**src/rtl/ram_loader_pkg.sv**
```systemverilog
// ---------------------------------------------------------------------------
// ram_loader_pkg
// Shared definitions for the RAM loader: parameter defaults, the per-lane
// packing mode encodings and the lane state enumeration.
// ---------------------------------------------------------------------------
package ram_loader_pkg;

   localparam int CHANNELS_DEF  = 3;
   localparam int ELEM_W_DEF    = 16;
   localparam int BURST_LEN_DEF = 8;
   localparam int IN_W_DEF      = 32;
   localparam int ADDR_W_DEF    = 10;

   // Packing mode of a lane: one or two elements taken from each input word
   localparam logic MODE_SINGLE = 1'b0;
   localparam logic MODE_DUAL   = 1'b1;

   typedef enum logic [1:0] {
      ST_IDLE = 2'd0,   // no elements buffered
      ST_FILL = 2'd1,   // partial burst buffered
      ST_DONE = 2'd2    // address limit written, lane stalled until clear/reset
   } lane_state_t;

endpackage

```
**src/rtl/ram_loader_lane.sv**
```systemverilog
// ---------------------------------------------------------------------------
// ram_loader_lane
// One loader lane: packs incoming elements into a BURST_LEN-element RAM word
// and emits a one-cycle write pulse per full (or flushed) burst, advancing
// the address until the programmed limit has been written.
//
// Ports
//   clk, rst_n   clock, synchronous active-low reset
//   clear        synchronous soft clear (same effect as reset)
//   i_mode       0: one element per word, 1: two elements (low half first)
//   i_valid      input strobe
//   i_data       input word
//   i_flush      write the partial burst, unfilled elements zeroed
//   i_limit      last legal RAM address
//   o_ready      lane accepts input
//   o_we         one-cycle RAM write pulse
//   o_addr       RAM write address
//   o_data       packed burst, element 0 in the least significant slot
//   o_full       limit address has been written
//   o_ovf        sticky: input offered while o_ready was low
// ---------------------------------------------------------------------------
module ram_loader_lane
   import ram_loader_pkg::*;
#(
   parameter int ELEM_W    = ELEM_W_DEF,
   parameter int BURST_LEN = BURST_LEN_DEF,
   parameter int IN_W      = IN_W_DEF,
   parameter int ADDR_W    = ADDR_W_DEF
) (
   input  logic                        clk,
   input  logic                        rst_n,
   input  logic                        clear,
   input  logic                        i_mode,
   input  logic                        i_valid,
   input  logic [IN_W-1:0]             i_data,
   input  logic                        i_flush,
   input  logic [ADDR_W-1:0]           i_limit,
   output logic                        o_ready,
   output logic                        o_we,
   output logic [ADDR_W-1:0]           o_addr,
   output logic [BURST_LEN*ELEM_W-1:0] o_data,
   output logic                        o_full,
   output logic                        o_ovf
);

   localparam int CNT_W  = $clog2(BURST_LEN + 1);
   localparam int DATA_W = BURST_LEN * ELEM_W;

   lane_state_t         r_state;
   lane_state_t         w_state_nxt;
   logic [CNT_W-1:0]    r_cnt;
   logic [CNT_W-1:0]    w_cnt_sum;
   logic                r_mode;
   logic                w_mode_eff;
   logic [DATA_W-1:0]   r_buf;
   logic [DATA_W-1:0]   w_buf_nxt;
   logic [DATA_W-1:0]   r_wdata;
   logic [ADDR_W-1:0]   r_addr;
   logic [ADDR_W-1:0]   w_addr_now;
   logic                r_we;
   logic                r_ovf;
   logic                w_ready;
   logic                w_accept;
   logic                w_write;

   assign w_ready  = (r_state != ST_DONE);
   assign w_accept = i_valid & w_ready;

   // The mode only takes effect at the start of a burst; mid-burst changes
   // on i_mode are ignored.
   assign w_mode_eff = (r_cnt == '0) ? i_mode : r_mode;

   // r_addr advances on the cycle after a write, so a burst completing while
   // that write is still on the port must already use the next address.
   assign w_addr_now = r_we ? (r_addr + ADDR_W'(1)) : r_addr;

   // Insert the accepted element(s) at the current fill position.
   always_comb begin
      w_buf_nxt = r_buf;
      w_cnt_sum = r_cnt;
      if (w_accept) begin
         for (int i = 0; i < BURST_LEN; i++) begin
            if (CNT_W'(i) == r_cnt)
               w_buf_nxt[i*ELEM_W +: ELEM_W] = i_data[ELEM_W-1:0];
            if ((w_mode_eff == MODE_DUAL) && (CNT_W'(i) == r_cnt + CNT_W'(1)))
               w_buf_nxt[i*ELEM_W +: ELEM_W] = i_data[2*ELEM_W-1:ELEM_W];
         end
         w_cnt_sum = r_cnt + ((w_mode_eff == MODE_DUAL) ? CNT_W'(2) : CNT_W'(1));
      end
   end

   // A flush counts the element(s) accepted in the same cycle, so a flush
   // together with an accept still yields exactly one write.
   assign w_write = w_ready &
                    ((w_cnt_sum == CNT_W'(BURST_LEN)) | (i_flush & (w_cnt_sum != '0)));

   always_ff @(posedge clk) begin
      if (!rst_n || clear) r_state <= ST_IDLE;
      else                 r_state <= w_state_nxt;
   end

   always_comb begin
      w_state_nxt = r_state;
      case (r_state)
         ST_IDLE, ST_FILL: begin
            if (w_write)
               w_state_nxt = (w_addr_now == i_limit) ? ST_DONE : ST_IDLE;
            else if (w_accept)
               w_state_nxt = ST_FILL;
         end
         ST_DONE: w_state_nxt = ST_DONE;
         default: w_state_nxt = ST_IDLE;
      endcase
   end

   always_ff @(posedge clk) begin
      if (!rst_n || clear) begin
         r_cnt   <= '0;
         r_mode  <= MODE_SINGLE;
         r_buf   <= '0;
         r_wdata <= '0;
         r_addr  <= '0;
         r_we    <= 1'b0;
         r_ovf   <= 1'b0;
      end else begin
         r_we <= w_write;
         if (i_valid && !w_ready)
            r_ovf <= 1'b1;
         if (w_accept && (r_cnt == '0))
            r_mode <= i_mode;
         if (w_write) begin
            // Clearing the buffer here is what zero-fills a later flush.
            r_wdata <= w_buf_nxt;
            r_buf   <= '0;
            r_cnt   <= '0;
            r_addr  <= w_addr_now;
         end else begin
            r_buf <= w_buf_nxt;
            r_cnt <= w_cnt_sum;
            // After the write to the limit the address stays put.
            if (r_we && (r_state != ST_DONE))
               r_addr <= r_addr + ADDR_W'(1);
         end
      end
   end

   assign o_ready = w_ready;
   assign o_we    = r_we;
   assign o_addr  = r_addr;
   assign o_data  = r_wdata;
   assign o_full  = (r_state == ST_DONE);
   assign o_ovf   = r_ovf;

endmodule

```
**src/rtl/ram_loader.sv**
```systemverilog
// ---------------------------------------------------------------------------
// ram_loader
// CHANNELS independent loader lanes that pack narrow input elements into
// BURST_LEN-element RAM words. Lanes share only clk, rst_n and clear; every
// vector port carries one slice per lane, lane k at slice k.
//
// Ports
//   clk, rst_n   clock, synchronous active-low reset
//   clear        synchronous soft clear of all lanes
//   mode         per lane: 0 one element per word, 1 two elements per word
//   in_valid     per-lane input strobe
//   in_data      per-lane input words (IN_W each)
//   flush        per-lane request to write a partial burst
//   limit        per-lane last legal RAM address (ADDR_W each)
//   in_ready     per-lane input acceptance
//   ram_we       per-lane one-cycle write pulse
//   ram_addr     per-lane write address (ADDR_W each)
//   ram_data     per-lane packed burst (BURST_LEN*ELEM_W each)
//   full         per-lane: limit address written
//   ovf          per-lane sticky overflow flag
// BURST_LEN must be even and >= 2; IN_W must be >= 2*ELEM_W.
// ---------------------------------------------------------------------------
module ram_loader
   import ram_loader_pkg::*;
#(
   parameter int CHANNELS  = CHANNELS_DEF,
   parameter int ELEM_W    = ELEM_W_DEF,
   parameter int BURST_LEN = BURST_LEN_DEF,
   parameter int IN_W      = IN_W_DEF,
   parameter int ADDR_W    = ADDR_W_DEF
) (
   input  logic                                 clk,
   input  logic                                 rst_n,
   input  logic                                 clear,
   input  logic [CHANNELS-1:0]                  mode,
   input  logic [CHANNELS-1:0]                  in_valid,
   input  logic [CHANNELS*IN_W-1:0]             in_data,
   input  logic [CHANNELS-1:0]                  flush,
   input  logic [CHANNELS*ADDR_W-1:0]           limit,
   output logic [CHANNELS-1:0]                  in_ready,
   output logic [CHANNELS-1:0]                  ram_we,
   output logic [CHANNELS*ADDR_W-1:0]           ram_addr,
   output logic [CHANNELS*BURST_LEN*ELEM_W-1:0] ram_data,
   output logic [CHANNELS-1:0]                  full,
   output logic [CHANNELS-1:0]                  ovf
);

   localparam int DATA_W = BURST_LEN * ELEM_W;

   for (genvar g = 0; g < CHANNELS; g++) begin : g_lane
      ram_loader_lane #(
         .ELEM_W    (ELEM_W),
         .BURST_LEN (BURST_LEN),
         .IN_W      (IN_W),
         .ADDR_W    (ADDR_W)
      ) u_lane (
         .clk     (clk),
         .rst_n   (rst_n),
         .clear   (clear),
         .i_mode  (mode[g]),
         .i_valid (in_valid[g]),
         .i_data  (in_data[g*IN_W +: IN_W]),
         .i_flush (flush[g]),
         .i_limit (limit[g*ADDR_W +: ADDR_W]),
         .o_ready (in_ready[g]),
         .o_we    (ram_we[g]),
         .o_addr  (ram_addr[g*ADDR_W +: ADDR_W]),
         .o_data  (ram_data[g*DATA_W +: DATA_W]),
         .o_full  (full[g]),
         .o_ovf   (ovf[g])
      );
   end

endmodule

```
**config.mk**
```make
export PLATFORM = sky130hd
export DESIGN_NAME = ram_loader
export DESIGN_NICKNAME = d
export VERILOG_FILES = /design/src/rtl/ram_loader_pkg.sv /design/src/rtl/ram_loader_lane.sv /design/src/rtl/ram_loader.sv
export SDC_FILE = /design/constraint.sdc
export NUM_CORES = 2
export LEC_CHECK = 0
export BUFFER_PORTS_ARGS = -buffer_cell sky130_fd_sc_hd__buf_2
export CORE_ASPECT_RATIO = 1.4
export CORE_MARGIN = 5
export CORE_UTILIZATION = 26
export DETAILED_ROUTE_END_ITERATION = 12
export HOLD_SLACK_MARGIN = 0.08
export SYNTH_ARGS = -nofsm -noshare
export SYNTH_HDL_FRONTEND = slang
export SYNTH_HIERARCHICAL = 1
export SYNTH_SLANG_ARGS = --single-unit
```
**constraint.sdc**
```tcl
create_clock -name clk -period 6.66 [get_ports clk]
set_input_delay 0.666 -clock clk [delete_from_list [all_inputs] [get_ports clk]]
set_output_delay 0.666 -clock clk [all_outputs]
set_load 0.1 [all_outputs]
```
==> run summary <==
Clk root buf: clkbuf_16
TNS Setup: 0 ns
Synth-to-Final Area Change: 20.1%
Via density per instance: 5.34
Synth unique cells: 50
Power density over cell area: 277 nW/um^2
Max VDD drop: 221 uV
Max-cap violations: 0
Synth Area in Compound Gates: 0.261
Longest Clk Path Bufs: 3
First-pass GRT wire length: 190 mm
Switching power: 2.94 mW
Postcts setup bufs: 0
H-tree levels: 3
Main synth FF type: dfxtp_1
Global-route usage over all layers: 0.185
CP required: 7.28 ns
Combinational power share: 0.088
Crit share post-route: 0.658
IO Pins: 564
Slew Limit Fails: 0
Horiz. Die Dim: 311 um
Status: finished clean
Die area: 134000 sq um
Clock skew: 0.0331 ns
Post-CTS Hold Fix Bufs: 0
Worst-Margin Slew: 1.29 ns
Seq/Total Area, Yosys: 0.500
Vias post-DR: 29.1k
Worst-path fanout max: 49
Worst slew margin: 0.138
TritonRoute pass-1 iters: 5
Layout cells sized above 1: 0.213
Mapped Nets: 3558
Vias in the first global route: 28.1k
Hold Fails Final Rpt: 0
Clk_lat worst skew: 0.71 ns
XOR/XNOR Fraction of Synth Area: 0.0191
Port Buffer Count: 563
Total Wirelength: 131 mm
CTS tree: done
Share of total power in sequential cells: 0.456
Pre-CTS setup slack: 2.38 ns
Row cnt: 154
Routability cong.: 0.880
Num CTS Buffers: 86
Seq cells post-synth: 825
Inst Count DP: 5274
Final nets: 3868
Post-DP HPWL: 91.2 mm
CTS Sinks: 825
Adder-Cell Fraction of Synth Area: 0.00227
Final setup violation count: 0
DIE HEIGHT: 432 um
Asr flop ratio synth: 0
Largest family of logic cells by synthesized area: compound AO/OA/AOI/OAI gates
Clk pwr share: 0.455
Crit path kind: reg2reg
Drt drc: 0
CP startpoint kind: flip-flop
Post-synth EDFFs: 0
Initial antenna violation count: 10
Syn avg cell area: 9.68 sq um
Reg clk slew, reported paths: 0.06 ns
Mapped Cells: 3414
Switching Share: 0.267
Setup WS post-layout: 2.28 ns
Min cycle time layout: 4.38 ns
Synth warn: 6
Post-route ant nets: 0
Leakage power: 14.9 nW
Post-Syn Area: 33100 sq um
Starting density of the core: 0.262
Hold/Removal Path Class: in2reg
Arr. time, crit path: 5.00 ns
RSZ-0062 raised after global routing: false
Multiplexer share of the synthesized area: 0.0191
PostCTS Resize Cnt: 0
Simple-gate share of the synthesized area: 0.140
Int Pwr: 8.06 mW
Fillers: 13.0k
Core region area: 126000 sq um
Average routed wire per standard cell: 24.2 um
CP endpoint kind: flip-flop
DRT iter0 DRCs: 2780
Fmax: 228 MHz
Total gr overflow: 0
Final Instance Count excl. Fillers: 5436
Largest net degree at the start of global routing: 95
-- worst max-delay path: stages (launching register included) --
cell	delay, ns
dfxtp_1	0.44
nor4_4	0.37
mux2i_2	0.26
buf_4	0.34
xnor2_1	0.12
ha_1	0.20
a21o_1	0.15
nand3_1	0.09
xor2_1	0.29
o21a_1	0.33
o2111ai_4	0.12
buf_4	0.34
inv_2	0.50
buf_4	0.47
a22o_1	0.20
-- layer usage --
layer	GRT usage	routed length, um	up-vias
met3	0.0572	12700	295
met5	0	55	-
met4	0.0902	6410	8
li1	-	-	13260
met2	0.288	58000	1392
met1	0.232	54200	14096
-- kinds of logic (layout without fill, tap and decap cells) --
family,count (synthesis),after routing
buffers and inverters,456,831
other,0,9
AO/OA/AOI/OAI,1110,1110
adder cells (fa/ha/maj),6,6
flip-flops,825,825
XOR/XNOR,72,72
multiplexers,63,63
AND/OR/NAND/NOR,882,882
-- cell type report --
type / count / area (sq um) / share of cell area
clock buffer: 122 / 2550 / 0.0642
tap: 1638 / 2050 / 0.0516
inverter: 57 / 214 / 0.00539
antenna: 9 / 22.5 / 0.000567
clock inverter: 31 / 377 / 0.00949
sequential: 825 / 16500 / 0.416
multi-input combinational: 2133 / 14700 / 0.371
timing repair buffer: 621 / 3250 / 0.0819
-- cell usage after synthesis, drive strengths merged, types with 63 or more instances --
| cell type | instances | area, sq um |
|---|---|---|
| mux2i | 63 | 631 |
| nand2 | 141 | 537 |
| and2 | 207 | 1290 |
| nor3 | 111 | 556 |
| clkbuf | 192 | 736 |
| o22ai | 147 | 920 |
| a22o | 240 | 2100 |
| o2bb2ai | 288 | 2520 |
| buf | 207 | 991 |
| nor2 | 198 | 751 |
| dfxtp | 825 | 16500 |
| o21ai | 84 | 432 |
| a22oi | 243 | 1820 |
| or3 | 63 | 394 |
-- layout by cell type, fill, tap and decap left out, drive strengths merged, types with 5 or more instances in the layout --
cell type and count:
o2111ai 6, xor2 33, buf 621, a22oi 243, o211ai 6, o22ai 147, a31oi 6, clkinv 18
a21oi 24, clkbuf 122, o21ai 84, dfxtp 825, ha 6, and2 207, nor2 198, a22o 240
bufinv 5, o21a 6, diode 9, xnor2 39, nor3 111, or2 9, nand3 18, mux2i 63
inv 62, nor2b 30, and3 6, nand2b 12, o32ai 48, o2bb2ai 288, nor4 57, nand2 141
nand4 15, or3 63
-- power by group through the flow --
| stage | Combinational (mW) | Clock, mW | Sequential, mW |
|---|---|---|---|
| finish | 0.973 | 5.01 | 5.02 |
| global route | 1.01 | 5.30 | 5.02 |
| CTS | 0.960 | 5.11 | 5.02 |
| detailed placement | 0.958 | 0 | 5.13 |
| global placement | 0.952 | 0 | 5.13 |
| floorplan | 0.482 | 0 | 5.29 |
-- flip-flops by register name (all words and copies together) (netlist names) --
signal / count
g_lane.u_lane/o_addr: 30
g_lane.u_lane/o_ovf: 3
g_lane.u_lane/o_data: 384
g_lane.u_lane/o_we: 3
g_lane.u_lane/r_cnt: 12
g_lane.u_lane/r_buf: 384
g_lane.u_lane/r_mode: 3
g_lane.u_lane/r_state: 6
-- metrics by stage --
stage          area, sq um  hold slack [ns]  utilization  power [mW]
6_report             39700            0.245        0.315        11.0
2_1_floorplan        33100            0.424            -        5.78
3_5_place_dp         36800            0.444        0.291        6.09
5_1_grt              39700            0.265        0.314        11.3
3_3_place_gp         36800            0.439        0.291        6.08
4_1_cts              39700            0.175        0.314        11.1
-- final timing paths --
check                                             from                                   endpoint  slack (ns)  depth (start not counted)
max               g_lane[2].u_lane/r_cnt[0]$_SDFF_PP0_   g_lane[2].u_lane/o_data[70]$_SDFFE_PP0P_        2.28                         14
min                                            mode[2]       g_lane[2].u_lane/r_mode$_SDFFE_PP0P_        0.25                          3
max reg2reg       g_lane[2].u_lane/r_cnt[0]$_SDFF_PP0_   g_lane[2].u_lane/o_data[70]$_SDFFE_PP0P_        2.28                         14
min reg2reg  g_lane[1].u_lane/o_data[117]$_SDFFE_PP0P_  g_lane[1].u_lane/o_data[117]$_SDFFE_PP0P_        0.45                          2
Note: power is estimated with default switching activity, not from simulation.
